$ cat config.mk
export PLATFORM = sky130hd
export DESIGN_NAME = alu_control_sequencer
export DESIGN_NICKNAME = d
export VERILOG_FILES = /design/src/rtl/alu_control_sequencer.sv
export SDC_FILE = /design/constraint.sdc
export NUM_CORES = 1
export LEC_CHECK = 0
export ABC_AREA = 1
export CORE_MARGIN = 10
export CORE_UTILIZATION = 35
export DETAILED_ROUTE_END_ITERATION = 7
export HOLD_SLACK_MARGIN = 0.1
export PLACE_DENSITY = 0.86
export SLEW_MARGIN = 20
export SYNTH_ARGS = -nofsm -noshare
export SYNTH_HDL_FRONTEND = slang
export SYNTH_SLANG_ARGS = --single-unit
$ cat constraint.sdc
create_clock -name clock -period 2.2 [get_ports clock]
set_input_delay 0.22 -clock clock [delete_from_list [all_inputs] [get_ports clock]]
set_output_delay 0.22 -clock clock [all_outputs]
set_load 0.1 [all_outputs]
$ cat src/rtl/alu_control_sequencer.sv
// Hardwired control-step generator for register-register ALU instructions.
// A Moore FSM walks fetch (T0-T2) and operand/execute/writeback (T3-T6) steps.
module alu_control_sequencer #(
  parameter logic [4:0] OP_MUL = 5'b01111,
  parameter logic [4:0] OP_DIV = 5'b10000,
  parameter logic [4:0] OP_NEG = 5'b10001,
  parameter logic [4:0] OP_NOT = 5'b10010,
  parameter logic [4:0] OP_MAX = 5'b10010
) (
  input  logic        clock,
  input  logic        clear,
  input  logic        run,
  input  logic [31:0] ir,
  output logic        PCout,
  output logic        MARin,
  output logic        incPC,
  output logic        read,
  output logic        MDRin,
  output logic        MDRout,
  output logic        IRin,
  output logic        Yin,
  output logic        Zin,
  output logic        ZLowOut,
  output logic        ZHighOut,
  output logic        LOin,
  output logic        HIin,
  output logic [15:0] Rin,
  output logic [15:0] Rout,
  output logic [4:0]  opcode,
  output logic        done,
  output logic        illegal
);

  typedef enum logic [3:0] {
    StIdle, StT0, StT1, StT2, StT3, StT4, StT5, StT6, StDone, StIll
  } state_t;

  state_t state_q, state_d;

  logic [4:0] op;
  logic [3:0] ra, rb, rc;
  logic       is_wide, is_unary, is_illegal;
  logic       unused_ir;

  assign op         = ir[31:27];
  assign ra         = ir[26:23];
  assign rb         = ir[22:19];
  assign rc         = ir[18:15];
  assign is_wide    = (op == OP_MUL) || (op == OP_DIV);
  assign is_unary   = (op == OP_NEG) || (op == OP_NOT);
  assign is_illegal = (op > OP_MAX);
  assign unused_ir  = ^ir[14:0];

  always_ff @(posedge clock) begin
    if (clear) state_q <= StIdle;
    else       state_q <= state_d;
  end

  always_comb begin
    state_d = state_q;
    unique case (state_q)
      StIdle:  if (run) state_d = StT0;
      StT0:    state_d = StT1;
      StT1:    state_d = StT2;
      StT2:    state_d = StT3;
      StT3:    state_d = is_illegal ? StIll : StT4;
      StT4:    state_d = StT5;
      StT5:    state_d = is_wide ? StT6 : StDone;
      StT6:    state_d = StDone;
      StDone:  state_d = run ? StT0 : StIdle;
      StIll:   state_d = StIdle;
      default: state_d = StIdle;
    endcase
  end

  // The IR is loaded at the end of T2, so every ir-derived output is T3 or later.
  always_comb begin
    PCout    = 1'b0;
    MARin    = 1'b0;
    incPC    = 1'b0;
    read     = 1'b0;
    MDRin    = 1'b0;
    MDRout   = 1'b0;
    IRin     = 1'b0;
    Yin      = 1'b0;
    Zin      = 1'b0;
    ZLowOut  = 1'b0;
    ZHighOut = 1'b0;
    LOin     = 1'b0;
    HIin     = 1'b0;
    Rin      = 16'h0000;
    Rout     = 16'h0000;
    opcode   = 5'b00000;
    done     = 1'b0;
    illegal  = 1'b0;
    unique case (state_q)
      StT0: begin
        PCout = 1'b1;
        MARin = 1'b1;
        incPC = 1'b1;
      end
      StT1: begin
        read  = 1'b1;
        MDRin = 1'b1;
      end
      StT2: begin
        MDRout = 1'b1;
        IRin   = 1'b1;
      end
      StT3: begin
        // Unary ops and illegal opcodes take a bubble here.
        if (!is_unary && !is_illegal) begin
          Rout = 16'h0001 << rb;
          Yin  = 1'b1;
        end
      end
      StT4: begin
        Rout   = 16'h0001 << (is_unary ? rb : rc);
        opcode = op;
        Zin    = 1'b1;
      end
      StT5: begin
        ZLowOut = 1'b1;
        if (is_wide) LOin = 1'b1;
        else         Rin  = 16'h0001 << ra;
      end
      StT6: begin
        ZHighOut = 1'b1;
        HIin     = 1'b1;
      end
      StDone:  done    = 1'b1;
      StIll:   illegal = 1'b1;
      default: ;
    endcase
  end

endmodule

# == Word level (Yosys, flattened, before mapping) ==
# Index checks and enable logic that the tools add are counted.
# totals
ff_bits,4
inputBits,35
elab_cells,48
# classes
magnitude_cmp,1
n_eq_ne,14
shift,3
muxes,23
reduce_logical,6
# op_table
cell,n
$mux W16,3
$shl A1 B4 Y16 const A,3
$pmux W4 S9,1
$pmux W16 S2,1
$eq A4 B3 Y1 const B,4
$mux W4,4
$eq A5 B5 Y1 const B,3
$mux W1,13
$eq A4 B2 Y1 const B,2
$eq A4 B4 Y1 const B,2
$eq A5 B4 Y1 const B,1
$gt A5 B5 Y1 const B,1
$mux W5,1
$eq A4 B1 Y1 const B,1
$logic_not A4 Y1,1
$logic_not A1 Y1,2
$logic_or A1 B1 Y1,2
$ne A2 B2 Y1 const B,1
$logic_and A1 B1 Y1,1

# == Depth between registers and ports, before layout ==
# Gate-level depths: netlist (run 1).
# logic_depth
depth_word,6
depth_mapped,9

# == Worst setup path after synthesis (run 1) ==
# Ideal clock, no wire load.
# synth_path
path_type,reg-to-output
start,reg state_q[1]
end,out ZHighOut
t_arrival_ps,3151
required_ps,1980
setup_slack_ps,-1171
stages_incl_launch_ff,4
path_cell_list,dfxtp_1 nand2_1 nor3_1 buf_4
# synth_between
elab_chain_len,2
# synth_lines
item,line_no,source
start: declaration,38,"state_t state_q, state_d;"
start signal: assignment,55,if (clear) state_q <= StIdle;
start signal: assignment,56,else state_q <= state_d;
$eq A4 B3 Y1,n/a,
$mux W1,n/a,
end: declaration,24,"output logic ZHighOut,"
# No other way between the ends.

# == Worst setup path after layout (run 1) ==
# layout_path
start,in ir[31]
end,out Rout[6]
# layout_between
elab_chain_len,6
elab_cells_between_ends,11
classes_between,order compare: 1; eq/ne: 2; shift: 1; mux: 3; reduce/logical: 4
# layout_lines
item,line_no,source
start: declaration,13,"input logic [31:0] ir,"
"parallel branches: the longest is 5 deep, another holds $gt A5 B5 Y1",n/a,
$pmux W16 S2 *,96,unique case (state_q)
end: declaration,28,"output logic [15:0] Rout,"
# Mark *: on every way between the ends.

==> results of run 1 <==
-- repair_timing --
action,CTS,global route
endpoints found under the setup margin,0,32
resized for setup,0,15
setup buffers,0,4
-- stage by stage --
| step | worst slack [ps] | instance area (um2) | setup TNS [ps] | utilization |
|---|---|---|---|---|
| after floorplan | -249 | 1090 | -4180 | - |
| after global placement | 76.1 | 2260 | 0 | 0.806 |
| after detailed placement | 30.2 | 2260 | 0 | 0.806 |
| after CTS | 21.3 | 2280 | 0 | 0.814 |
| after global routing | -24.7 | 2350 | -30.5 | 0.839 |
| final | 99.2 | 2350 | 0 | 0.839 |
-- logic make-up after synthesis --
| kind of cell | synth area share |
|---|---|
| buffers and inverters | 0.160 |
| AO/OA/AOI/OAI | 0.0548 |
| flip-flops | 0.0762 |
| AND/OR/NAND/NOR | 0.710 |
-- layout by cell type (no fill, tap or decap), types with 4 or more instances in the layout --
cell type        Yosys  layout
dfxtp_1              4       4
clkdlybuf4s50_1      0      16
nor2_1              40      28
nor2_2               5      17
o21ai_0              4       4
nand3_1             46      46
inv_1               22      21
buf_4                6      15
nand2_1             41      33
buf_12               0      46
nand4_1              4       4
nand2_2              4      12
-- area by class of cell --
class                           count  area [um2]  area share
Sequential cell                     4        80.1      0.0340
Timing Repair Buffer               80        1230       0.523
Multi-Input combinational cell    161         863       0.367
Tap cell                           31        38.8      0.0165
Inverter                           28         114      0.0484
Clock buffer                        3        22.5     0.00957
Antenna cell                        1        2.50     0.00106
-- report_power, final --
part | leakage, nW | internal (mW) | switching (mW) | total [mW]
combinational | 1.05 | 0.208 | 0.472 | 0.680
clock | 0.0138 | 0.0614 | 0.0364 | 0.0978
sequential | 0.0327 | 0.0863 | 0.0136 | 0.0999
total | 1.10 | 0.355 | 0.522 | 0.877
-- cell usage after synthesis (4+ instances only) --
library cell  count  area, um2
nand3_1          46        230
nand2_1          41        154
nor2_1           40        150
inv_1            22       82.6
buf_4             6       45.0
nor2_2            5       31.3
nor3_1            5       25.0
dfxtp_1           4       80.1
nand2_2           4       25.0
nand4_1           4       25.0
o21ai_0           4       20.0
-- metal layers --
metal / part of all wire / vias to the layer above
met5: 0 / -
met4: 0.026 / 0
met3: 0.072 / 9
met2: 0.55 / 62
met1: 0.35 / 701
li1: - / 796
-- final timing paths --
kind                      to  cells past startpoint  slack (ps)        from
setup / recovery     Rout[6]                     10         100      ir[31]
hold reg to reg   state_q[0]                      3         690  state_q[3]
hold / removal    state_q[2]                      2         550       clear
setup reg to reg  state_q[1]                      6         860  state_q[3]
==> metrics.yaml, run 1 <==
synth_seq_cells: 4
cts.htree.levels: 1
cts_tree: "built"
drt-total-wl_um: 4470
die_w_um: 74.8
reg.largest.list: "state_q x4"
synth_nets: 236
drt_iter0_drc: 99
max_slew_margin: 0.764
grt_start_max_net_pins: 18
cp_slowest_stage_delay_ps: 530
synthCells: 201
synth_warnings: 0
viasPerCell: 5.09
p_leak_nw: 1.10
gr-total-overflow: 0
routabilityCongestion: 0.890
start_kind: "primary input"
design.core.area_um2: 2810
fill_cells: 172
wl_per_cell_um: 14.5
grt_pass1_vias: 1451
cpMaxStageDelayCell: "clkdlybuf4s50_1"
cts_buffer_depth: 2
cpMostUsedCell: "nand2_1"
worst_pin_slew_ps: 354
first_pass_iters: 4
initial_core_util: 0.375
hold_buffers: 0
dp_cells: 300
synth-async-reset-ratio: 0
ys_seq_area_frac: 0.0762
grt_pass1_wl_um: 6560
vias: 1568
die_area_um2: 5600
largest_reg_flops: 4
layout-drive-gt1-share: 0.391
synth_area_per_cell_um2: 5.23
finalCriticalPeriod_ps: 2100
maxCapViolCount: 0
slew_violations: 0
ys_types: 23
timing_hold_violations_final: 0
cts.sinks: 4
cp.required_ps: 1980
layout.nets: 313
synth_flop_cell: "dfxtp_1"
cp.buffers_inverters: 3
met1_usage: 0.130
dpl.hpwl_um: 3860
pwr_density_cell_nw_per_um2: 373
die_y_um: 74.8
crit_type: "primary input to output port"
cp.arrival_ps: 1880
cts_root_buf: "clkbuf_4"
route.antenna.remaining_nets: 0
regMostFlops: "state_q"
grtUsageMet2: 0.292
path_cells: "clkdlybuf4s50_1, inv_2, nor2_8, nand2_8, nand2_1, nand2_1, nor2_4, nand3_1, nand2_2, buf_12"
stdcell_count: 308
clkLatencyLatePin_ps: 250
area_growth_pct: 124
setup_viol: 0
synth_enable_flop_cells: 0
ios: 87
fin_skew_ps: 2.60
antenna_found_initial: 1
cp_max_fo: 9
clk_pin_slew_worst_paths_ps: 40
port_buffers: 71
min_period_over_period: 0.955
critPathTopFamily: "simple AND/OR/NAND/NOR gates"
cts_buffers: 3
synth_area_um2: 1050
grt.busiest_layer: "met2"
grtUsageMet3: 0.0420
row_count: 19
power.total_mw: 0.877
drc: 0
holdWs_ps: 553
hold_path_class: "primary input to flop"
timing.fmax_ghz: 0.476
worstSetupEndpointType: "output port"
status: "completed"
peakVddDrop_mv: 0.646
grt_util_all_layers: 0.146
(Power assumes the default switching activity.)
==> inputs of run 2 (changes only) <==
--- a/config.mk
+++ b/config.mk
@@ -6,6 +6,7 @@
 export NUM_CORES = 1
 export LEC_CHECK = 0
 export ABC_AREA = 1
+export CORE_ASPECT_RATIO = 0.5
 export CORE_MARGIN = 10
 export CORE_UTILIZATION = 35
 export DETAILED_ROUTE_END_ITERATION = 7
==> metrics.yaml, run 2 (synthesis gave the netlist of run 1 again) <==
initial_core_util: 0.385  # +0.00995
dpl.hpwl_um: 4020  # +4.2%
path_cells: "inv_2, nor2_4, nand3_1, nor2_1, nand2_1, nor2_1, buf_12"
seq_area_um2: 80.1  # unchanged
design.core.area_um2: 2730  # -2.6%
peakVddDrop_mv: 0.367  # -43%
worst_pin_slew_ps: 382  # +27.9 ps
regMostFlops: "state_q"
p_int_mw: 0.354  # -0.37%
finalCriticalPeriod_ps: 2080  # -21.3 ps
grt_pass1_wl_um: 7750  # +18%
cpMostUsedCell: "nor2_1"
max_slew_margin: 0.745  # -0.0193
fin_skew_ps: 2.73  # +0.134 ps
worstSetupEndpointType: "output port"
die_area_um2: 5730  # +2.4%
maxCapViolCount: 0  # unchanged
routabilityCongestion: 0.930  # +4.5%
drt_iter0_drc: 74  # -25%
drc: 0  # unchanged
layout-drive-gt1-share: 0.402  # +0.0109
cts_root_buf: "clkbuf_8"
ios: 87  # unchanged
hold_buffers: 0  # unchanged
route.antenna.remaining_nets: 0  # unchanged
pwr_density_cell_nw_per_um2: 379  # +1.5%
setup_viol: 0  # unchanged
seqPwrFrac: 0.115  # about the same
first_pass_iters: 4  # unchanged
clkLatencyLatePin_ps: 210  # -40 ps
cpMaxStageDelayCell: "dfxtp_1"
wl_per_cell_um: 16.4  # +13%
cts.sinks: 4  # unchanged
multiInputGateArea_um2: 896  # +3.8%
cts_buffer_depth: 2  # unchanged
design_area_um2: 2330  # -0.85%
r2r_cells: 6  # unchanged
area_growth_pct: 122
hold_path_class: "primary input to flop"
vias: 1667  # +6.3%
status: "completed"
tns_ps: 0  # unchanged
timing_hold_violations_final: 0  # unchanged
cp_slowest_stage_delay_ps: 360  # -170 ps
p_clk_frac: 0.169  # +0.057
port_buffers: 71  # unchanged
p_leak_nw: 1.10  # about the same
grt_start_max_net_pins: 18  # unchanged
final_common_cell: "nand3_1"
antenna_cells: 0  # -1
p_sw_mw: 0.529  # +1.4%
antenna_found_initial: 0  # -1
cts.htree.levels: 1  # unchanged
cp.arrival_ps: 1860  # -20 ps
grt_util_all_layers: 0.155  # +0.00932
hold_depth: 2  # unchanged
cp_max_fo: 8  # -1
reg.largest.list: "state_q x4"
timing.fmax_ghz: 0.481  # +1.0%
start_kind: "flop"
cts_buffers: 3  # unchanged
crit_type: "flop to output port"
clk_pin_slew_worst_paths_ps: 30  # about the same
cts_tree: "built"
holdWs_ps: 617  # +64.4 ps
die_w_um: 97.5  # +30%
min_period_over_period: 0.945  # -0.00968
die_y_um: 58.8  # -21%
largest_reg_flops: 4  # unchanged
viasPerCell: 5.33  # +4.6%
row_count: 13  # -6
fill_cells: 149  # -13%
pwr-share-comb: 0.716  # -0.059
gr-total-overflow: 0  # unchanged
place_area_um2: 2180  # -3.3%
final_cell_mix: "nand3_1, buf_12, nand2_1"
cp.required_ps: 1980  # about the same
grt_pass1_vias: 1630  # +12%
switching_share: 0.599  # +0.00423
drt-total-wl_um: 5120  # +14%
slew_violations: 0  # unchanged
layout.nets: 313  # unchanged
==> run 2: changes by cell type in the layout (fill, tap and decap cells not counted), sizes merged <==
| cell | delta |
|---|---|
| diode | -1 |
| clkdlybuf4s50 | -2 |
| dlymetal6s2s | +1 |
| inv | +1 |
| dlygate4sd2 | +1 |
| clkinv | -1 |
==> run 2: layout make-up <==
cell class | count | area share
timing repair buffer | 80 | 0.496
sequential | 4 | 0.0343
clock buffer | 3 | 0.0177
tap | 37 | 0.0198
inverter | 28 | 0.0477
multi-input combinational | 161 | 0.384
==> run 2: what timing repair did <==
item / CTS / global route
setup endpoints to repair: 11 / 20
setup buffers: 1 / 4
pin swaps: 2 / 4
gates resized for setup: 2 / 20
==> run 2: layer usage <==
metal  global-route usage  vias to the layer above  part of all wire
li1                     -                      796                 -
met1                0.136                      765              0.30
met2                0.331                       93              0.55
met3               0.0745                       13              0.12
met4               0.0123                        0             0.021
met5                    0                        -                 0
==> run 2: power by group through the flow <==
stage	clock [mW]	combinational [mW]	sequential [mW]
final	0.149	0.633	0.102
after global routing	0.159	0.660	0.103
after CTS	0.152	0.607	0.100
after detailed placement	0	0.601	0.101
after global placement	0	0.586	0.0988
after floorplan	0	0.475	0.0974
==> run 2: worst paths after layout <==
| check | start | to | slack [ps] |
|---|---|---|---|
| setup reg to reg | state_q[3] | state_q[1] | 780 |
| hold reg to reg | state_q[1] | state_q[3] | 800 |
| hold / removal | clear | state_q[2] | 620 |
| setup / recovery | state_q[2] | Rin[2] | 120 |
==> run 2: metrics by stage <==
| step | total power, mW | setup slack (ps) | util | std cells |
|---|---|---|---|---|
| global placement | 0.685 | 100 | 0.799 | 305 |
| global route | 0.922 | -3.25 | 0.853 | 313 |
| floorplan | 0.572 | -249 | - | 201 |
| finish | 0.883 | 120 | 0.853 | 313 |
| CTS | 0.859 | 7.61 | 0.818 | 309 |
| detailed placement | 0.702 | -17.6 | 0.799 | 305 |
==> run 2: worst max-delay path: cells and delay by family (launching register included) <==
kind / cells / cell delay [ps]
buffers and inverters: 2 / 300
DFF: 1 / 360
and+or+nand+nor: 5 / 980
==> inputs of run 3 (changes only) <==
--- a/config.mk
+++ b/config.mk
@@ -10,6 +10,7 @@
 export CORE_MARGIN = 10
 export CORE_UTILIZATION = 35
 export DETAILED_ROUTE_END_ITERATION = 7
+export GPL_ROUTABILITY_DRIVEN = 0
 export HOLD_SLACK_MARGIN = 0.1
 export PLACE_DENSITY = 0.86
 export SLEW_MARGIN = 20
==> metrics.yaml, run 3 (synthesis gave the netlist of run 1 again) <==
status: "completed"
path_cells: "inv_2, nor2_4, nand3_1, nor2_1, nand2_1, nor2_1, buf_12"
layout-drive-gt1-share: 0.411  # +0.00874
clk_pin_slew_worst_paths_ps: 30  # about the same
grt_util_all_layers: 0.146  # -0.00935
largest_reg_flops: 4  # unchanged
antenna_cells: 0  # unchanged
worst_pin_slew_ps: 344  # -37.7 ps
cpMostUsedCell: "nor2_1"
ios: 87  # unchanged
pwr_density_cell_nw_per_um2: 375  # -0.98%
design.core.area_um2: 2730  # unchanged
grt_start_max_net_pins: 18  # unchanged
dpl.hpwl_um: 3860  # -4.1%
initial_core_util: 0.385  # unchanged
cts_tree: "built"
drt-total-wl_um: 4730  # -7.5%
cts_root_buf: "clkbuf_8"
cts_buffers: 3  # unchanged
die_area_um2: 5730  # unchanged
regMostFlops: "state_q"
peakVddDrop_mv: 0.304  # -17%
grt_pass1_vias: 1534  # -5.9%
cp.arrival_ps: 1810  # -50 ps
tns_ps: 0  # unchanged
setup_viol: 0  # unchanged
cts_buffer_depth: 2  # unchanged
power.total_mw: 0.873  # -1.1%
final_cell_mix: "buf_12, nand3_1, nand2_1"
maxCapViolCount: 0  # unchanged
clkLatencyLatePin_ps: 220  # about the same
fill_cells: 145  # -2.7%
drc: 0  # unchanged
layout.nets: 312  # -0.32%
die_y_um: 58.8  # unchanged
reg.largest.list: "state_q x4"
grt_pass1_wl_um: 7250  # -6.4%
hold_path_class: "primary input to flop"
cp.buffers_inverters: 2  # unchanged
row_count: 13  # unchanged
timing.fmax_ghz: 0.493  # +2.5%
cp_max_fo: 8  # unchanged
antenna_found_initial: 0  # unchanged
rsz0062_at_grt: "false"
area_growth_pct: 122
start_kind: "flop"
cts.htree.levels: 1  # unchanged
critPathTopFamily: "simple AND/OR/NAND/NOR gates"
vias: 1626  # -2.5%
p_leak_nw: 1.10  # about the same
port_buffers: 71  # unchanged
cts.sinks: 4  # unchanged
drt_iter0_drc: 84  # +14%
cpMaxStageDelayCell: "dfxtp_1"
viasPerCell: 5.21  # -2.1%
crit_type: "flop to output port"
timing_hold_violations_final: 0  # unchanged
cp_slowest_stage_delay_ps: 370  # about the same
wl_per_cell_um: 15.2  # -7.2%
final_common_cell: "buf_12"
first_pass_iters: 4  # unchanged
worstSetupEndpointType: "output port"
max_slew_margin: 0.770  # +0.0252
cp.required_ps: 1980  # about the same
route.antenna.remaining_nets: 0  # unchanged
fin_skew_ps: 0.972  # -1.76 ps
die_w_um: 97.5  # unchanged
min_period_over_period: 0.923  # -0.0226
slew_violations: 0  # unchanged
gr-total-overflow: 0  # unchanged
finalCriticalPeriod_ps: 2030  # -49.8 ps
==> run 3: changes by cell type in the layout (fill, tap and decap cells not counted), sizes merged <==
cell,previous run,this run
buf,61,60
dlygate4sd2,1,0
dlymetal6s2s,4,5
==> run 3: metal layers <==
metal / wire, um / track usage / vias to the layer above
met5: 0 / 0 / -
met4: 46 / 0.0226 / 0
met3: 556 / 0.0792 / 9
met2: 2580 / 0.293 / 69
met1: 1560 / 0.132 / 754
li1: - / - / 794
==> run 3: cell type report <==
cell class / instances / area [um2] / share of cell area
Sequential cell: 4 / 80.1 / 0.0344
Inverter: 28 / 111 / 0.0478
Tap cell: 37 / 46.3 / 0.0199
Clock buffer: 3 / 41.3 / 0.0177
Timing Repair Buffer: 79 / 1150 / 0.495
Multi-Input combinational cell: 161 / 896 / 0.385
==> run 3: final timing paths <==
path	start	end	slack, ps	depth (start not counted)
hold reg to reg	state_q[3]	state_q[0]	700	3
setup reg to reg	state_q[3]	state_q[1]	780	6
setup / recovery	state_q[2]	Rin[1]	170	7
hold / removal	clear	state_q[2]	620	2
==> run 3: where the power goes <==
| group | leakage (nW) | total, mW | switching (mW) | internal, mW |
|---|---|---|---|---|
| Clock | 0.0216 | 0.155 | 0.0380 | 0.117 |
| Sequential | 0.0327 | 0.100 | 0.0139 | 0.0864 |
| Combinational | 1.04 | 0.618 | 0.469 | 0.149 |
==> run 3: stage by stage <==
| step | hold slack [ps] | setup slack (ps) | std cells | util | cell area (um2) |
|---|---|---|---|---|---|
| 3_3_place_gp | 676 | 101 | 305 | 0.799 | 2180 |
| 2_1_floorplan | 292 | -249 | 201 | - | 1090 |
| 6_report | 619 | 170 | 312 | 0.852 | 2330 |
| 5_1_grt | 640 | 66.0 | 312 | 0.852 | 2330 |
| 3_5_place_dp | 688 | -20.3 | 305 | 0.799 | 2180 |
| 4_1_cts | 620 | 9.82 | 311 | 0.823 | 2250 |
==> run 3: worst reg2reg max path, stage by stage, from the launching register on <==
cell     delay (ps)
dfxtp_1         450
nor2_4           90
nand2_1         210
buf_4           230
nand2_1          80
o21ai_0         170
inv_1            70
==> run 3: timing repair <==
| item | 4_1_cts | 5_1_grt |
|---|---|---|
| hold buffers | 0 | 0 |
| endpoints found under the hold margin | 0 | 0 |
| buffers inserted | 3 | 1 |
| setup endpoints to repair | 2 | 18 |
| resized for setup | 0 | 22 |
| pin swaps | 1 | 3 |
==> edit 1 (flow settings as in run 3) <==
The 10 states of `state_t` get a Gray code encoding in 4 bits.
--- a/src/rtl/alu_control_sequencer.sv
+++ b/src/rtl/alu_control_sequencer.sv
@@ -33,5 +33,5 @@
 
   typedef enum logic [3:0] {
-    StIdle, StT0, StT1, StT2, StT3, StT4, StT5, StT6, StDone, StIll
+    StIdle = 4'b0000, StT0 = 4'b0001, StT1 = 4'b0011, StT2 = 4'b0010, StT3 = 4'b0110, StT4 = 4'b0111, StT5 = 4'b0101, StT6 = 4'b0100, StDone = 4'b1100, StIll = 4'b1101
   } state_t;
 
Formal check against the unedited RTL: same outputs for any inputs over 10 cycles, from zero or initial values; not proved beyond that.
==> edit 1 against run 3 <==
- routed wire length up 30%
- sequential cell count unchanged
- area after synthesis down 0.83%
- power up 52%
- worst hold slack worse by 0.021 ns
- worst setup slack worse by 0.055 ns
- count of clock-buffer cells in the layout unchanged
- final area up 9.7%
- die area down 0.61%
- critical endpoint is now Rout[1]
- largest power group unchanged
- highest routed layer unchanged
==> edit 1: results (changes against run 3) <==
set qor(run_status) {finished clean}
set qor(dp_hpwl_mm) 4.053 ;# +5.0%
set qor(first_pass_iters) 5 ;# +1
set qor(hold_path.startpoint) {state_q[3]}
set qor(grt_pass1_wl_mm) 7.914 ;# +9.1%
set qor(wl_per_cell_um) 19.39 ;# +28%
set qor(initialDrtViolationCount) 141 ;# +68%
set qor(stdcell_area_um2) 2555 ;# +9.7%
set qor(final_layout_size_suffix_gt1_share_pct) 48.21 ;# +7.1 points
set qor(finalCriticalPeriod_ns) 2.085 ;# +0.05502 ns
set qor(netlist-cell-type-count) 22 ;# -4.3%
set qor(worst-slew-pin-transition_ns) 0.2987 ;# -0.04508 ns
set qor(met3_length_um) 738 ;# +33%
set qor(number_of_inserted_filler_cells_in_the_final_layout) 84 ;# -42%
set qor(worst_r2r_endpoint) {state_q[0]}
set qor(met1Wirelength_mm) 1.993 ;# +28%
set qor(netlist_top_cells_count) {50 x sky130_fd_sc_hd__nand3_1, 46 x sky130_fd_sc_hd__nor2_1, 43 x sky130_fd_sc_hd__nand2_1}
set qor(postRouteWirelength_mm) 6.148 ;# +30%
set qor(seq_area_frac_synth_pct) 7.683 ;# +0.064 points
set qor(worst_setup_path_startpoint) {state_q[1]}
set qor(min-delay-path-class) {reg -> reg}
set qor(total_leakage_power_nw) 1.131 ;# +3.0%
set qor(wl_met2_mm) 3.119 ;# +21%
set qor(setup.worst_path.end) {Rout[1]}
set qor(pre_cts_ws_ns) 0.01004 ;# +0.03030 ns
set qor(drt-vias-per-instance) 5.748 ;# +10%
set qor(synthesis.nets) 237 ;# +0.42%
set qor(groute.usage.overall_pct) 16.19 ;# +1.6 points
## edit 1: logic make-up after synthesis
| family | count (synthesis) | share of synthesized area, % |
|---|---|---|
| AOI/OAI and AO/OA | 6 | 4.801 |
| buffers and inverters | 37 | 16.45 |
| DFF | 4 | 7.683 |
| and+or+nand+nor | 155 | 71.07 |
## edit 1: what timing repair did
action                     in CTS  in global routing
pin swaps                       0                 11
setup buffers                   0                  9
setup endpoints to repair       1                 32
gates resized for setup         0                 34
cloned                          0                  0
## edit 1: per-layer routing
layer  vias to the layer above  track usage [%]
met5                         -                0
met4                         0            4.175
met3                        36            6.752
met2                       143            32.67
met1                       843            15.13
li1                        800                -
## edit 1: power breakdown
| group | internal, mW | total (mW) | leakage, nW | switching (mW) |
|---|---|---|---|---|
| clock | 0.117 | 0.154 | 0.0216 | 0.0371 |
| sequential | 0.0978 | 0.130 | 0.0329 | 0.0321 |
| combinational | 0.224 | 1.05 | 1.08 | 0.823 |
| total | 0.438 | 1.33 | 1.13 | 0.892 |
## edit 1: area by class of cell
class                   instances  area share [%]
well taps                      37           1.812
flip-flops and latches          4           3.134
inverters                      30           4.603
multi-input cells             161           42.31
clock buffers                   3           1.616
repair buffers                 82           46.52
## edit 1: critical path: stages, from the launching register on
cell and delay [ns]:
sky130_fd_sc_hd__dfxtp_1 0.41, sky130_fd_sc_hd__inv_2 0.10, sky130_fd_sc_hd__nor2_2 0.14, sky130_fd_sc_hd__nand2_1 0.17, sky130_fd_sc_hd__nor2_8 0.31, sky130_fd_sc_hd__nand3_1 0.21
sky130_fd_sc_hd__nand2_4 0.13, sky130_fd_sc_hd__buf_12 0.17
==> edit 2 (settings of run 3) <==
Made on the original files. Register the output `Rin`; this adds one clock of latency there. The other outputs are not delayed to match.
--- a/src/rtl/alu_control_sequencer.sv
+++ b/src/rtl/alu_control_sequencer.sv
@@ -35,4 +35,6 @@
     StIdle, StT0, StT1, StT2, StT3, StT4, StT5, StT6, StDone, StIll
   } state_t;
+
+  logic [15:0] Rin_d;
 
   state_t state_q, state_d;
@@ -89,5 +91,5 @@
     LOin     = 1'b0;
     HIin     = 1'b0;
-    Rin      = 16'h0000;
+    Rin_d    = 16'h0000;
     Rout     = 16'h0000;
     opcode   = 5'b00000;
@@ -123,5 +125,5 @@
         ZLowOut = 1'b1;
         if (is_wide) LOin = 1'b1;
-        else         Rin  = 16'h0001 << ra;
+        else         Rin_d = 16'h0001 << ra;
       end
       StT6: begin
@@ -135,4 +137,8 @@
   end
 
+  always_ff @(posedge clock) begin
+    Rin <= Rin_d;
+  end
+
 endmodule
 
Behaviour: not the same (a bounded check fails within 10 cycles, from zero or initial values).
==> edit 2 against run 3 <==
- sequential cell count is 16 higher
- final area grew 17%
- area after synthesis is 32% higher
- routed wire length rose by 8.6%
- sequential power grew to 4.0 times the old value
- register-to-register slack improved by 0.03 ns
- worst setup slack worse by 0.039 ns
- power is 45% higher
- critical path type is now in -> out
- largest power group unchanged
==> edit 2: results (changes against run 3) <==
set qor(seqPwrFrac_pct) 31.6 ;# +20 points
set qor(cts_post_setup_buffers_inserted) 0 ;# -3
set qor(worst-slew-pin-transition_ns) 0.3853 ;# +0.04145 ns
set qor(clk_root_buf) {sky130_fd_sc_hd__clkbuf_8}
set qor(clock_slew_at_reported_path_ffs_ns) 0.06 ;# +0.03 ns
set qor(synthMuxAreaShare_pct) 0 ;# unchanged
set qor(r2r.worst_path.cells) 7 ;# +1
set qor(gr-usage-met1_pct) 13.59 ;# +0.34 points
set qor(met3_length_um) 391 ;# -30%
set qor(grt_pass1_wl_mm) 7.645 ;# +5.4%
set qor(cell_internal_power_mw) 0.6558 ;# +86%
set qor(reg2reg_slack_ns) 0.81 ;# +0.03 ns
set qor(seq_area_frac_synth_pct) 28.96 ;# +21 points
set qor(critical_path.max_stage_delay_ns) 0.63 ;# +0.26 ns
set qor(total_leakage_power_nw) 1.211 ;# +10%
set qor(synth.area.top_cells) {sky130_fd_sc_hd__dfxtp_1 29%, sky130_fd_sc_hd__nand3_1 16%, sky130_fd_sc_hd__nand2_1 9.8%, sky130_fd_sc_hd__nor2_1 9.0%, sky130_fd_sc_hd__inv_1 6.2%}
set qor(final_layout_size_suffix_gt1_share_pct) 47.42 ;# +6.3 points
set qor(wl_met2_mm) 2.789 ;# +8.3%
set qor(groute.usage.overall_pct) 12.98 ;# -1.6 points
set qor(path_max_fanout) 7 ;# -1
set qor(maximum_number_of_pins_on_one_net_before_global_route_repair) 18 ;# unchanged
set qor(worst_r2r_endpoint) {Rin[8]}
set qor(clkLatencyLatePin_ns) 0.25 ;# +0.03 ns
set qor(netlist_top_cells_count) {44 x sky130_fd_sc_hd__nand3_1, 36 x sky130_fd_sc_hd__nand2_1, 33 x sky130_fd_sc_hd__nor2_1}
set qor(pre_cts_ws_ns) -0.002981 ;# +0.01728 ns
set qor(synthesis.nets) 248 ;# +5.1%
set qor(run_status) {finished clean}
set qor(worst_setup_path_startpoint) {ir[20]}
set qor(postRouteWirelength_mm) 5.140 ;# +8.6%
set qor(netlist-cell-type-count) 26 ;# +13%
set qor(clock_skew_ns) 0.005107 ;# +0.004135 ns
set qor(dpl_cell_area_um2) 2472 ;# +13%
set qor(largest_registers) {Rin (16), state_q (4)}
set qor(cp_slowest_cell) {sky130_fd_sc_hd__clkdlybuf4s50_1}
set qor(met3_track_demand_over_resource_pct) 3.748 ;# -4.2 points
set qor(comb_cell_power_mw) 0.641 ;# +3.7%
set qor(worst-endpoint-arrival_ns) 1.85 ;# +0.04 ns
set qor(met1Wirelength_mm) 1.888 ;# +21%
set qor(grt.met2_usage_pct) 24.85 ;# -4.4 points
set qor(yosys_warnings) 0 ;# unchanged
set qor(max-vdd-ir-drop_mv) 0.4341 ;# +43%
set qor(initialDrtViolationCount) 77 ;# -8.3%
[edit 2: cell types whose count changed in the layout (fill, tap and decap cells not counted), moves of 4 or more]
| cell | change |
|---|---|
| sky130_fd_sc_hd__nand3_2 | +6 |
| sky130_fd_sc_hd__nor2_2 | -9 |
| sky130_fd_sc_hd__dfxtp_1 | +16 |
| sky130_fd_sc_hd__nor2_1 | -6 |
| sky130_fd_sc_hd__nand2_4 | +17 |
| sky130_fd_sc_hd__buf_12 | -15 |
| sky130_fd_sc_hd__nand4_1 | +4 |
| sky130_fd_sc_hd__nand3_1 | -8 |
| sky130_fd_sc_hd__buf_4 | +17 |
| sky130_fd_sc_hd__nand2_1 | -15 |
| sky130_fd_sc_hd__nor2_4 | +11 |
| sky130_fd_sc_hd__nand2_2 | -5 |
[edit 2: worst max-delay path by stage]
stage / slack, ns / endpoint / depth (start not counted)
final: 0.13 / Rout[6] / 8
after CTS: -0.01 / Rout[9] / 11
after global routing: 0.06 / Rout[8] / 8
after floorplan: -0.29 / read / 3
after detailed placement: -0.003 / Rout[9] / 11
after global placement: 0.08 / Rout[9] / 11
[edit 2: final cells by class]
type / count / area, um2
inverters: 29 / 120.1
well taps: 54 / 67.56
fillers: 288 / 1120
flip-flops and latches: 20 / 400.4
multi-input cells: 158 / 1114
repair buffers: 81 / 980.9
clock buffers: 3 / 41.29
[edit 2: worst max-delay path, delay by kind of cell]
family                 cells  cell delay [ns]
buffers and inverters      3             0.93
AND/OR/NAND/NOR            5             0.71
[edit 2: stage by stage]
stage                     util [%]  total power [mW]  hold WS, ns  std cells
after floorplan                  -            0.8868       0.2924        213
after global placement       64.32            0.9994       0.6206        333
after detailed placement     64.32             1.011       0.6429        333
after CTS                    65.40             1.234       0.5427        336
after global routing         70.87             1.316       0.5462        345
final                        70.87             1.266       0.5394        345
